<file path="config.mk">
export PLATFORM = sky130hd
export DESIGN_NAME = microcode_dispatch
export DESIGN_NICKNAME = d
export VERILOG_FILES = /design/src/rtl/microcode_dispatch_pkg.sv /design/src/rtl/mc_dispatch_fifo.sv /design/src/rtl/microcode_dispatch.sv
export SDC_FILE = /design/constraint.sdc
export NUM_CORES = 1
export LEC_CHECK = 0
export CORE_ASPECT_RATIO = 1.2
export CORE_MARGIN = 2
export CORE_UTILIZATION = 55
export CTS_CLUSTER_DIAMETER = 80
export CTS_CLUSTER_SIZE = 10
export DETAILED_ROUTE_END_ITERATION = 8
export DONT_BUFFER_PORTS = 1
export PLACE_DENSITY_LB_ADDON = 0.12
export SETUP_SLACK_MARGIN = 0.4
export SLEW_MARGIN = 15
export SYNTH_ARGS = -nofsm -noshare
export SYNTH_HDL_FRONTEND = slang
export SYNTH_SLANG_ARGS = --single-unit
</file>
<file path="constraint.sdc">
create_clock -name clk -period 1.7 [get_ports clk]
set_input_delay 0.255 -clock clk [delete_from_list [all_inputs] [get_ports clk]]
set_output_delay 0.255 -clock clk [all_outputs]
set_load 0.1 [all_outputs]
</file>
<file path="src/rtl/microcode_dispatch_pkg.sv">
// Shared FISC defines for the microcode dispatcher: opcode width and dispatch FSM states.
package microcode_dispatch_pkg;

  localparam int unsigned FISC_OPCODE_W = 11;

  typedef enum logic [1:0] {
    IDLE = 2'd0,
    LAT  = 2'd1,
    RUN  = 2'd2,
    DONE = 2'd3
  } dispatch_state_e;

endpackage

</file>
<file path="src/rtl/mc_dispatch_fifo.sv">
// Two-entry opcode FIFO with 1-bit wrapping pointers and a 0..2 occupancy count.
module mc_dispatch_fifo #(
  parameter int unsigned W = 11
) (
  input  logic         clk,
  input  logic         rst_n,
  input  logic         push,
  input  logic         pop,
  input  logic [W-1:0] din,
  output logic [W-1:0] dout,
  output logic         full,
  output logic         empty
);

  logic [W-1:0] mem_q [2];
  logic         wr_ptr_q;
  logic         rd_ptr_q;
  logic [1:0]   count_q;
  logic         push_ok;
  logic         pop_ok;

  assign full    = (count_q == 2'd2);
  assign empty   = (count_q == 2'd0);
  assign push_ok = push && !full;
  assign pop_ok  = pop && !empty;
  assign dout    = mem_q[rd_ptr_q];

  always_ff @(posedge clk) begin
    if (push_ok) mem_q[wr_ptr_q] <= din;
  end

  always_ff @(posedge clk) begin
    if (!rst_n) begin
      wr_ptr_q <= 1'b0;
      rd_ptr_q <= 1'b0;
      count_q  <= '0;
    end else begin
      if (push_ok) wr_ptr_q <= ~wr_ptr_q;
      if (pop_ok)  rd_ptr_q <= ~rd_ptr_q;
      case ({push_ok, pop_ok})
        2'b10:   count_q <= count_q + 2'd1;
        2'b01:   count_q <= count_q - 2'd1;
        default: count_q <= count_q;
      endcase
    end
  end

endmodule

</file>
<file path="src/rtl/microcode_dispatch.sv">
// Issues queued microcoded opcodes to the microcode unit one segment at a time,
// waiting out a fixed start latency and bounding each run with a timeout.
module microcode_dispatch
  import microcode_dispatch_pkg::*;
#(
  parameter int unsigned OPCODE_W = FISC_OPCODE_W,
  parameter int unsigned LATENCY  = 3,
  parameter int unsigned TIMEOUT  = 64
) (
  input  logic                clk,
  input  logic                rst_n,
  input  logic                instr_valid,
  input  logic [OPCODE_W-1:0] instr_opcode,
  output logic                instr_ready,
  output logic                mc_sos,
  output logic [OPCODE_W-1:0] mc_opcode,
  input  logic                mc_eos,
  output logic                seq_done,
  output logic                busy,
  input  logic                err_clr,
  output logic                timeout_err
);

  localparam int unsigned LAT_W = $clog2(LATENCY + 1);
  localparam int unsigned TMO_W = $clog2(TIMEOUT + 1);
  localparam logic [LAT_W-1:0] LAT_LOAD = LAT_W'(LATENCY);
  localparam logic [TMO_W-1:0] TMO_LAST = TMO_W'(TIMEOUT - 1);

  dispatch_state_e     state_q, state_d;
  logic [LAT_W-1:0]    lat_q, lat_d;
  logic [TMO_W-1:0]    tmo_q, tmo_d;
  logic                sos_q, sos_d;
  logic [OPCODE_W-1:0] opc_q, opc_d;
  logic                done_q, done_d;
  logic                busy_q, busy_d;
  logic                err_q, err_d;

  logic                push;
  logic                pop;
  logic [OPCODE_W-1:0] fifo_dout;
  logic                fifo_full;
  logic                fifo_empty;
  logic                fifo_nonempty_d;

  assign instr_ready = ~fifo_full;
  assign push        = instr_valid && instr_ready;

  mc_dispatch_fifo #(.W(OPCODE_W)) u_fifo (
    .clk   (clk),
    .rst_n (rst_n),
    .push  (push),
    .pop   (pop),
    .din   (instr_opcode),
    .dout  (fifo_dout),
    .full  (fifo_full),
    .empty (fifo_empty)
  );

  always_comb begin
    state_d = state_q;
    lat_d   = lat_q;
    tmo_d   = tmo_q;
    sos_d   = 1'b0;
    opc_d   = opc_q;
    done_d  = 1'b0;
    err_d   = err_q;
    pop     = 1'b0;
    // Clear is applied first so a timeout set later in this block wins the race.
    if (err_clr) err_d = 1'b0;
    case (state_q)
      IDLE: begin
        if (!fifo_empty) begin
          pop     = 1'b1;
          sos_d   = 1'b1;
          opc_d   = fifo_dout;
          lat_d   = LAT_LOAD;
          state_d = LAT;
        end
      end
      LAT: begin
        if (lat_q != '0) lat_d = lat_q - LAT_W'(1);
        if (lat_q <= LAT_W'(1)) begin
          state_d = RUN;
          tmo_d   = '0;
        end
      end
      RUN: begin
        if (mc_eos) begin
          state_d = DONE;
          done_d  = 1'b1;
        end else if (tmo_q >= TMO_LAST) begin
          err_d   = 1'b1;
          state_d = DONE;
          done_d  = 1'b1;
        end else begin
          tmo_d = tmo_q + TMO_W'(1);
        end
      end
      DONE:    state_d = IDLE;
      default: state_d = IDLE;
    endcase
    // busy is registered, so it is built from next-cycle state and FIFO occupancy.
    fifo_nonempty_d = push || (!fifo_empty && !pop) || (fifo_full && pop);
    busy_d          = (state_d != IDLE) || fifo_nonempty_d;
  end

  always_ff @(posedge clk) begin
    if (!rst_n) begin
      state_q <= IDLE;
      lat_q   <= '0;
      tmo_q   <= '0;
      sos_q   <= 1'b0;
      opc_q   <= '0;
      done_q  <= 1'b0;
      busy_q  <= 1'b0;
      err_q   <= 1'b0;
    end else begin
      state_q <= state_d;
      lat_q   <= lat_d;
      tmo_q   <= tmo_d;
      sos_q   <= sos_d;
      opc_q   <= opc_d;
      done_q  <= done_d;
      busy_q  <= busy_d;
      err_q   <= err_d;
    end
  end

  assign mc_sos      = sos_q;
  assign mc_opcode   = opc_q;
  assign seq_done    = done_q;
  assign busy        = busy_q;
  assign timeout_err = err_q;

endmodule

</file>
==> results.json, run 1 <==
{
  "status": "finished, final reports clean",
  "cts_sinks": 52,
  "slew_headroom_pct": 48.87,
  "dr.pass1.iters": 4,
  "ant_nets": 0,
  "ioPinCount": 32,
  "finalSetupViolCount": 0,
  "antenna_found_initial": 0,
  "syn_nets": 195,
  "stdcell_area_mm2": 0.003120,
  "diodes": 0,
  "dieArea_mm2": 0.004339,
  "instances_no_fill": 275,
  "min_to": "u_fifo.mem_q[1][8]",
  "min_delay_path_depth": 0,
  "synth_cell_types": 37,
  "netlist_area_mm2": 0.002105,
  "avgRoutedWirePerCell_um": 19.28,
  "regToRegSetupSlack_ns": 0.11,
  "r2r-end": "tmo_q[5]",
  "nets": 242,
  "drt_iter0_drc": 124,
  "clk_latency_ns": 0.31,
  "synth.avg_cell_area_um2": 12.03,
  "crit_type": "reg2reg",
  "fin_skew_ns": 0.01043,
  "hold_viol": 0,
  "hpwlAfterDp_um": 2656,
  "clk_pin_slew_ns": 0.10,
  "finalCritPeriodShare_pct": 93.36,
  "reg2reg_depth": 5,
  "num-fill-cells": 190,
  "placed_cells": 240,
  "synth_seq_cells": 52,
  "crit_path_start_kind": "register",
  "r2r_start": "tmo_q[0]",
  "cp-end-kind": "register",
  "area_delta_synth_final_pct": 48.28,
  "synth-seq-area-share_pct": 59.93,
  "crit_fanout": 5,
  "worstPathRequired_ns": 1.95,
  "dieHeight_um": 71.76,
  "gp_congestion": 0.8304,
  "hp-class": "in2reg",
  "finalCriticalPeriod_ns": 1.587,
  "core_mm2": 0.003664,
  "grt_usage_pct": 25.50,
  "rsz0062_at_grt": "true",
  "final_util_pct": 85.18,
  "ys_warn_count": 0,
  "drc": 0,
  "numPortBuffers": 0,
  "hp-start": "instr_opcode[8]",
  "num_vias": 1581,
  "grt_max_degree": 18,
  "grt_pass1_vias": 1594,
  "grt_pass1_wl_um": 7928,
  "report.final.slew_viol_count": 0,
  "wl_um": 5302,
  "worstPathArrival_ns": 1.84,
  "fin_setup_tns_ns": 0,
  "rows": 24,
  "numCtsBuffers": 5,
  "grt_overflow": 0,
  "cts_htree_levels": 2,
  "viasPerCell": 5.749,
  "layout-drive-gt1-share_pct": 56.95,
  "die_w_um": 60.47,
  "place_area_mm2": 0.002390,
  "tritoncts": "built",
  "tightest_slew_ns": 0.7661,
  "hold_buffers": 0,
  "drv_cap": 0,
  "netlist_instances": 175,
  "start_util_pct": 57.45,
  "max_freq_mhz": 630.1,
  "root_buffer": "clkbuf_8",
  "clk_path_buf_depth": 2
}
[how the worst max path moves through the flow]
stage	from	endpoint
after global routing	tmo_q[0]	tmo_q[5]
after detailed placement	tmo_q[0]	tmo_q[5]
final	tmo_q[0]	tmo_q[5]
after CTS	tmo_q[1]	tmo_q[4]
after floorplan	state_q[0]	u_fifo.count_q[1]
after global placement	state_q[1]	tmo_q[4]
[timing repair]
action / in CTS / in global routing
gates cloned: 3 / 0
setup buffers: 14 / 10
gates resized for setup: 57 / 21
setup endpoints to repair: 26 / 38
pin swaps: 20 / 14
[sequential cells by signal (all words and copies together), names as in the netlist]
register	cells
mc_opcode	11
tmo_q	7
u_fifo.rd_ptr_q	1
state_q	2
timeout_err	1
u_fifo.mem_q	22
busy	1
lat_q	2
mc_sos	1
u_fifo.count_q	2
seq_done	1
u_fifo.wr_ptr_q	1
[cells in the mapped netlist]
master,number,area (µm²)
nor3_1,2,10.01
xor2_1,2,17.52
a21o_1,1,7.510
a31oi_1,3,18.77
clkbuf_1,3,11.26
nand4_1,1,6.260
and2_1,2,12.51
mux2i_1,14,140.1
or3_1,2,12.51
a21oi_1,3,15.01
buf_2,4,20.02
a211o_4,1,17.52
nand3_1,4,20.02
inv_1,5,18.77
nand2_1,7,26.28
nor4b_1,1,8.760
nand2b_1,6,37.54
dfxtp_1,30,600.6
ha_1,4,50.05
o32ai_4,1,27.53
xnor2_1,2,17.52
nor3_4,1,16.27
o31a_1,1,8.760
a2111oi_2,1,15.01
a211oi_1,17,127.6
nor2_1,23,86.33
nor2b_1,2,12.51
and4_1,1,8.760
o21a_1,2,15.01
o31ai_1,1,7.510
nand2b_4,1,13.76
edfxtp_1,22,660.6
buf_6,1,11.26
nor4_1,1,6.260
o21ai_0,1,5.000
nand3b_1,1,7.510
and3_1,1,6.260
[routing by layer]
layer,routed length (µm),part of all wire (%),GRT usage (%)
met4,85,1.6,7.246
met1,2068,39,29.77
met5,0,0,0
met2,2915,55,46.50
met3,233,4.4,4.874
[placed cells by master, fill, tap and decap left out, types with 4 or more instances in the layout]
cell and n:
buf_4 34, edfxtp_1 22, a211oi_2 15, mux2i_1 14
dfxtp_2 14, nor2_4 11, nor2_1 10, dfxtp_1 10
buf_12 7, nand2_1 6, dfxtp_4 6, clkbuf_8 5
inv_1 4, nand2b_1 4, buf_6 4
[logic make-up (layout without fill, tap and decap cells)]
logic type | after synthesis | after routing | synth area share [%]
flops | 52 | 52 | 59.93
buf+inv | 13 | 61 | 2.913
xor+xnor | 4 | 4 | 1.665
mux | 14 | 14 | 6.659
simple gates | 56 | 56 | 13.85
fa+ha+maj | 4 | 4 | 2.378
compound gates | 32 | 32 | 12.60
[per-stage QoR]
| stage | hold WS, ns | setup slack, ns |
|---|---|---|
| 2_1_floorplan | 0.3539 | 0.05726 |
| 4_1_cts | 0.03787 | 0.1229 |
| 3_5_place_dp | 0.3540 | 0.1206 |
| 3_3_place_gp | 0.3539 | 0.1455 |
| 6_report | 0.04095 | 0.1129 |
| 5_1_grt | 0.02504 | 0.08331 |
[critical path, stage by stage (launching register included)]
cell and delay, ns:
dfxtp_4 0.37, ha_4 0.15, a21o_1 0.17, a211o_4 0.37
a2111oi_4 0.31, o21a_1 0.16
[layout make-up]
| class | count | area [µm²] | area share (%) |
|---|---|---|---|
| tap | 52 | 65.06 | 2.085 |
| multi-input combinational | 110 | 1101 | 35.28 |
| inverter | 5 | 18.77 | 0.6014 |
| clock inverter | 3 | 42.54 | 1.363 |
| sequential | 52 | 1301 | 41.70 |
| clock buffer | 5 | 68.82 | 2.205 |
| timing repair buffer | 48 | 523.0 | 16.76 |
Power of run 1 is not shown: default switching activity piles up to over one toggle a cycle in this logic, so the estimate is an artifact.
==> inputs of run 2 (changes only) <==
--- a/config.mk
+++ b/config.mk
@@ -5,6 +5,7 @@
 export SDC_FILE = /design/constraint.sdc
 export NUM_CORES = 1
 export LEC_CHECK = 0
+export ABC_AREA = 1
 export CORE_ASPECT_RATIO = 1.2
 export CORE_MARGIN = 2
 export CORE_UTILIZATION = 55
@@ -14,7 +15,7 @@
 export DONT_BUFFER_PORTS = 1
 export PLACE_DENSITY_LB_ADDON = 0.12
 export SETUP_SLACK_MARGIN = 0.4
-export SLEW_MARGIN = 15
+export SLEW_MARGIN = 10
 export SYNTH_ARGS = -nofsm -noshare
 export SYNTH_HDL_FRONTEND = slang
 export SYNTH_SLANG_ARGS = --single-unit
==> run 2 against run 1 <==
Compared with the run above: utilization is 7.2 points lower; critical path depth rose by 5; via count up 3.6%; first-iteration DRC count decreased by 31%; area after synthesis grew 0.24%; clock skew decreased by 0.0026 ns; die area up 0.22%; design area down 8.5%; critical path type unchanged; critical endpoint is now tmo_q[1].
==> results.json, run 2 <==
{
  "status": "finished, final reports clean",
  "synth-seq-area-share_pct": 59.79,
  "wl_um": 4613,
  "dieHeight_um": 71.84,
  "ys_warn_count": 0,
  "tightest_slew_ns": 0.5449,
  "instances_no_fill": 302,
  "dieArea_mm2": 0.004349,
  "clk_pin_slew_ns": 0.09,
  "grt_pass1_vias": 1571,
  "rows": 24,
  "numCtsBuffers": 5,
  "clk_path_buf_depth": 2,
  "drv_cap": 0,
  "top_register": "u_fifo.mem_q",
  "synth_cell_types": 29,
  "slew_headroom_pct": 63.64,
  "netlist_area_mm2": 0.002110,
  "synth_edf_count": 22,
  "crit_type": "reg2reg",
  "root_buffer": "clkbuf_8",
  "synth.avg_cell_area_um2": 9.812,
  "worstPathRequired_ns": 1.90,
  "placed_cells": 278,
  "async_flop_share_pct": 0,
  "rsz0062_at_grt": "true",
  "dr.pass1.iters": 4,
  "synth.largest_area_cell": "edfxtp_1",
  "hpwlAfterDp_um": 2906,
  "max_freq_mhz": 731.6,
  "die_w_um": 60.54,
  "finalCritPeriodShare_pct": 80.40,
  "cts_sinks": 52,
  "nets": 269,
  "p_leak_nw": 1.109,
  "antenna_found_initial": 0,
  "grt_pass1_wl_um": 6713,
  "gp_congestion": 0.8464,
  "grt_max_degree": 23,
  "crit_path_start_kind": "register",
  "worstPathArrival_ns": 1.57,
  "hold_viol": 0,
  "numPortBuffers": 0,
  "hold_buffers": 0,
  "viasPerCell": 5.424,
  "regToRegSetupSlack_ns": 0.33,
  "synth_top_area_share_pct": 31.32,
  "num-fill-cells": 234,
  "drc": 0,
  "cp-end-kind": "register",
  "ioPinCount": 32,
  "synthMostInstantiatedCell": "nand2_1",
  "clk_latency_ns": 0.30,
  "diodes": 0,
  "avgRoutedWirePerCell_um": 15.27,
  "area_delta_synth_final_pct": 35.41,
  "netlist_instances": 215,
  "ant_nets": 0,
  "layout-drive-gt1-share_pct": 46.00,
  "drt_iter0_drc": 86,
  "report.final.slew_viol_count": 0,
  "finalSetupViolCount": 0,
  "core_mm2": 0.003664,
  "synth_seq_cells": 52,
  "layout_commonest_cell": "nand2_1",
  "crit_fanout": 5,
  "synthTopCellsByArea": "edfxtp_1, dfxtp_1, nand2_1",
  "power_density_mw_per_mm2": 1863,
  "synthTopCellsByCount": "nand2_1, dfxtp_1, edfxtp_1",
  "start_util_pct": 57.58,
  "layout_common_cells": "nand2_1, buf_4, edfxtp_1",
  "hp-class": "in2reg",
  "largest_register_ffs": 22,
  "holdWs_ns": 0.04271,
  "vdd_drop_max_mv": 1.070,
  "fin_setup_tns_ns": 0,
  "fin_skew_ns": 0.007819,
  "syn_nets": 235,
  "grt_usage_pct": 20.99,
  "num_vias": 1638,
  "cts_htree_levels": 2,
  "grt_overflow": 0,
  "tritoncts": "built",
  "finalCriticalPeriod_ns": 1.367,
  "ys.flop_type": "dfxtp_1"
}
[run 2: cell count changes in the layout (fill, tap and decap cells not counted), moves of 7 or more]
cell	change
o21ai_0	+9
o21ai_1	+7
a21oi_1	+7
mux2i_1	-14
a211oi_2	-15
buf_12	-7
nand2_4	+9
a31oi_1	+10
nand2_1	+27
[run 2: per-stage QoR]
stage / total power (W) / setup slack (ns) / cell area (µm²) / util, %
after floorplan: 0.003507 / 0.3023 / 2200 / -
after global placement: 0.003801 / 0.3730 / 2360 / 64.41
after detailed placement: 0.003876 / 0.3063 / 2360 / 64.41
after CTS: 0.004937 / 0.3784 / 2616 / 71.41
after global routing: 0.005558 / 0.2730 / 2856 / 77.97
final: 0.005322 / 0.3331 / 2856 / 77.97
[run 2: layout make-up]
| class | count | area [µm²] | area share, % |
|---|---|---|---|
| clock inverters | 2 | 38.79 | 1.358 |
| repair inverters | 1 | 7.507 | 0.2628 |
| flip-flops and latches | 52 | 1303 | 45.60 |
| clock buffers | 6 | 82.58 | 2.891 |
| inverters | 19 | 96.34 | 3.373 |
| repair buffers | 33 | 255.2 | 8.936 |
| well taps | 52 | 65.06 | 2.278 |
| multi-input cells | 137 | 1008 | 35.30 |
[run 2: path summary, 6_finish.rpt]
kind / from / endpoint / depth (start not counted)
max: lat_q[1] / tmo_q[1] / 10
min: instr_opcode[3] / u_fifo.mem_q[0][3] / 0
max reg2reg: lat_q[1] / tmo_q[1] / 10
min reg2reg: tmo_q[5] / tmo_q[5] / 2
[run 2: report_power, final]
part           switching (W)  total [W]  internal (W)
sequential          0.000184    0.00181       0.00163
clock               0.000390   0.000871      0.000481
combinational        0.00184    0.00264      0.000797
total                0.00242    0.00532       0.00291
[run 2: cell families (layout without fill, tap and decap cells)]
group | after synthesis | after routing | share of synthesized area [%]
DFF | 52 | 52 | 59.79
adders and majority gates | 4 | 4 | 2.373
xor gates and xnor gates | 1 | 1 | 0.4153
buffers and inverters | 26 | 61 | 4.982
and+or+nand+nor | 85 | 85 | 19.10
AOI/OAI and AO/OA | 47 | 47 | 13.35
[run 2: timing repair]
action                                  in CTS  in global routing
endpoints found under the setup margin      11                 14
pin swaps                                   11                 16
cloned                                       1                  0
gates resized for setup                     31                 40
setup buffers                                5                 10
[run 2: metal layers]
layer / track usage, % / up-vias / wire (µm)
met1: 21.62 / 790 / 1682
li1: - / 797 / -
met5: 0 / - / 0
met4: 7.971 / 0 / 26
met3: 5.957 / 2 / 267
met2: 38.89 / 49 / 2637
[run 2: critical path: stages (launching register included)]
cell	delay [ns]
dfxtp_2	0.35
inv_2	0.06
ha_4	0.15
inv_2	0.04
nand2_2	0.06
o21ai_4	0.19
inv_4	0.09
nand2_8	0.13
inv_8	0.05
nor2_1	0.10
nor2_1	0.05
Note: power is estimated with default switching activity, not from simulation.
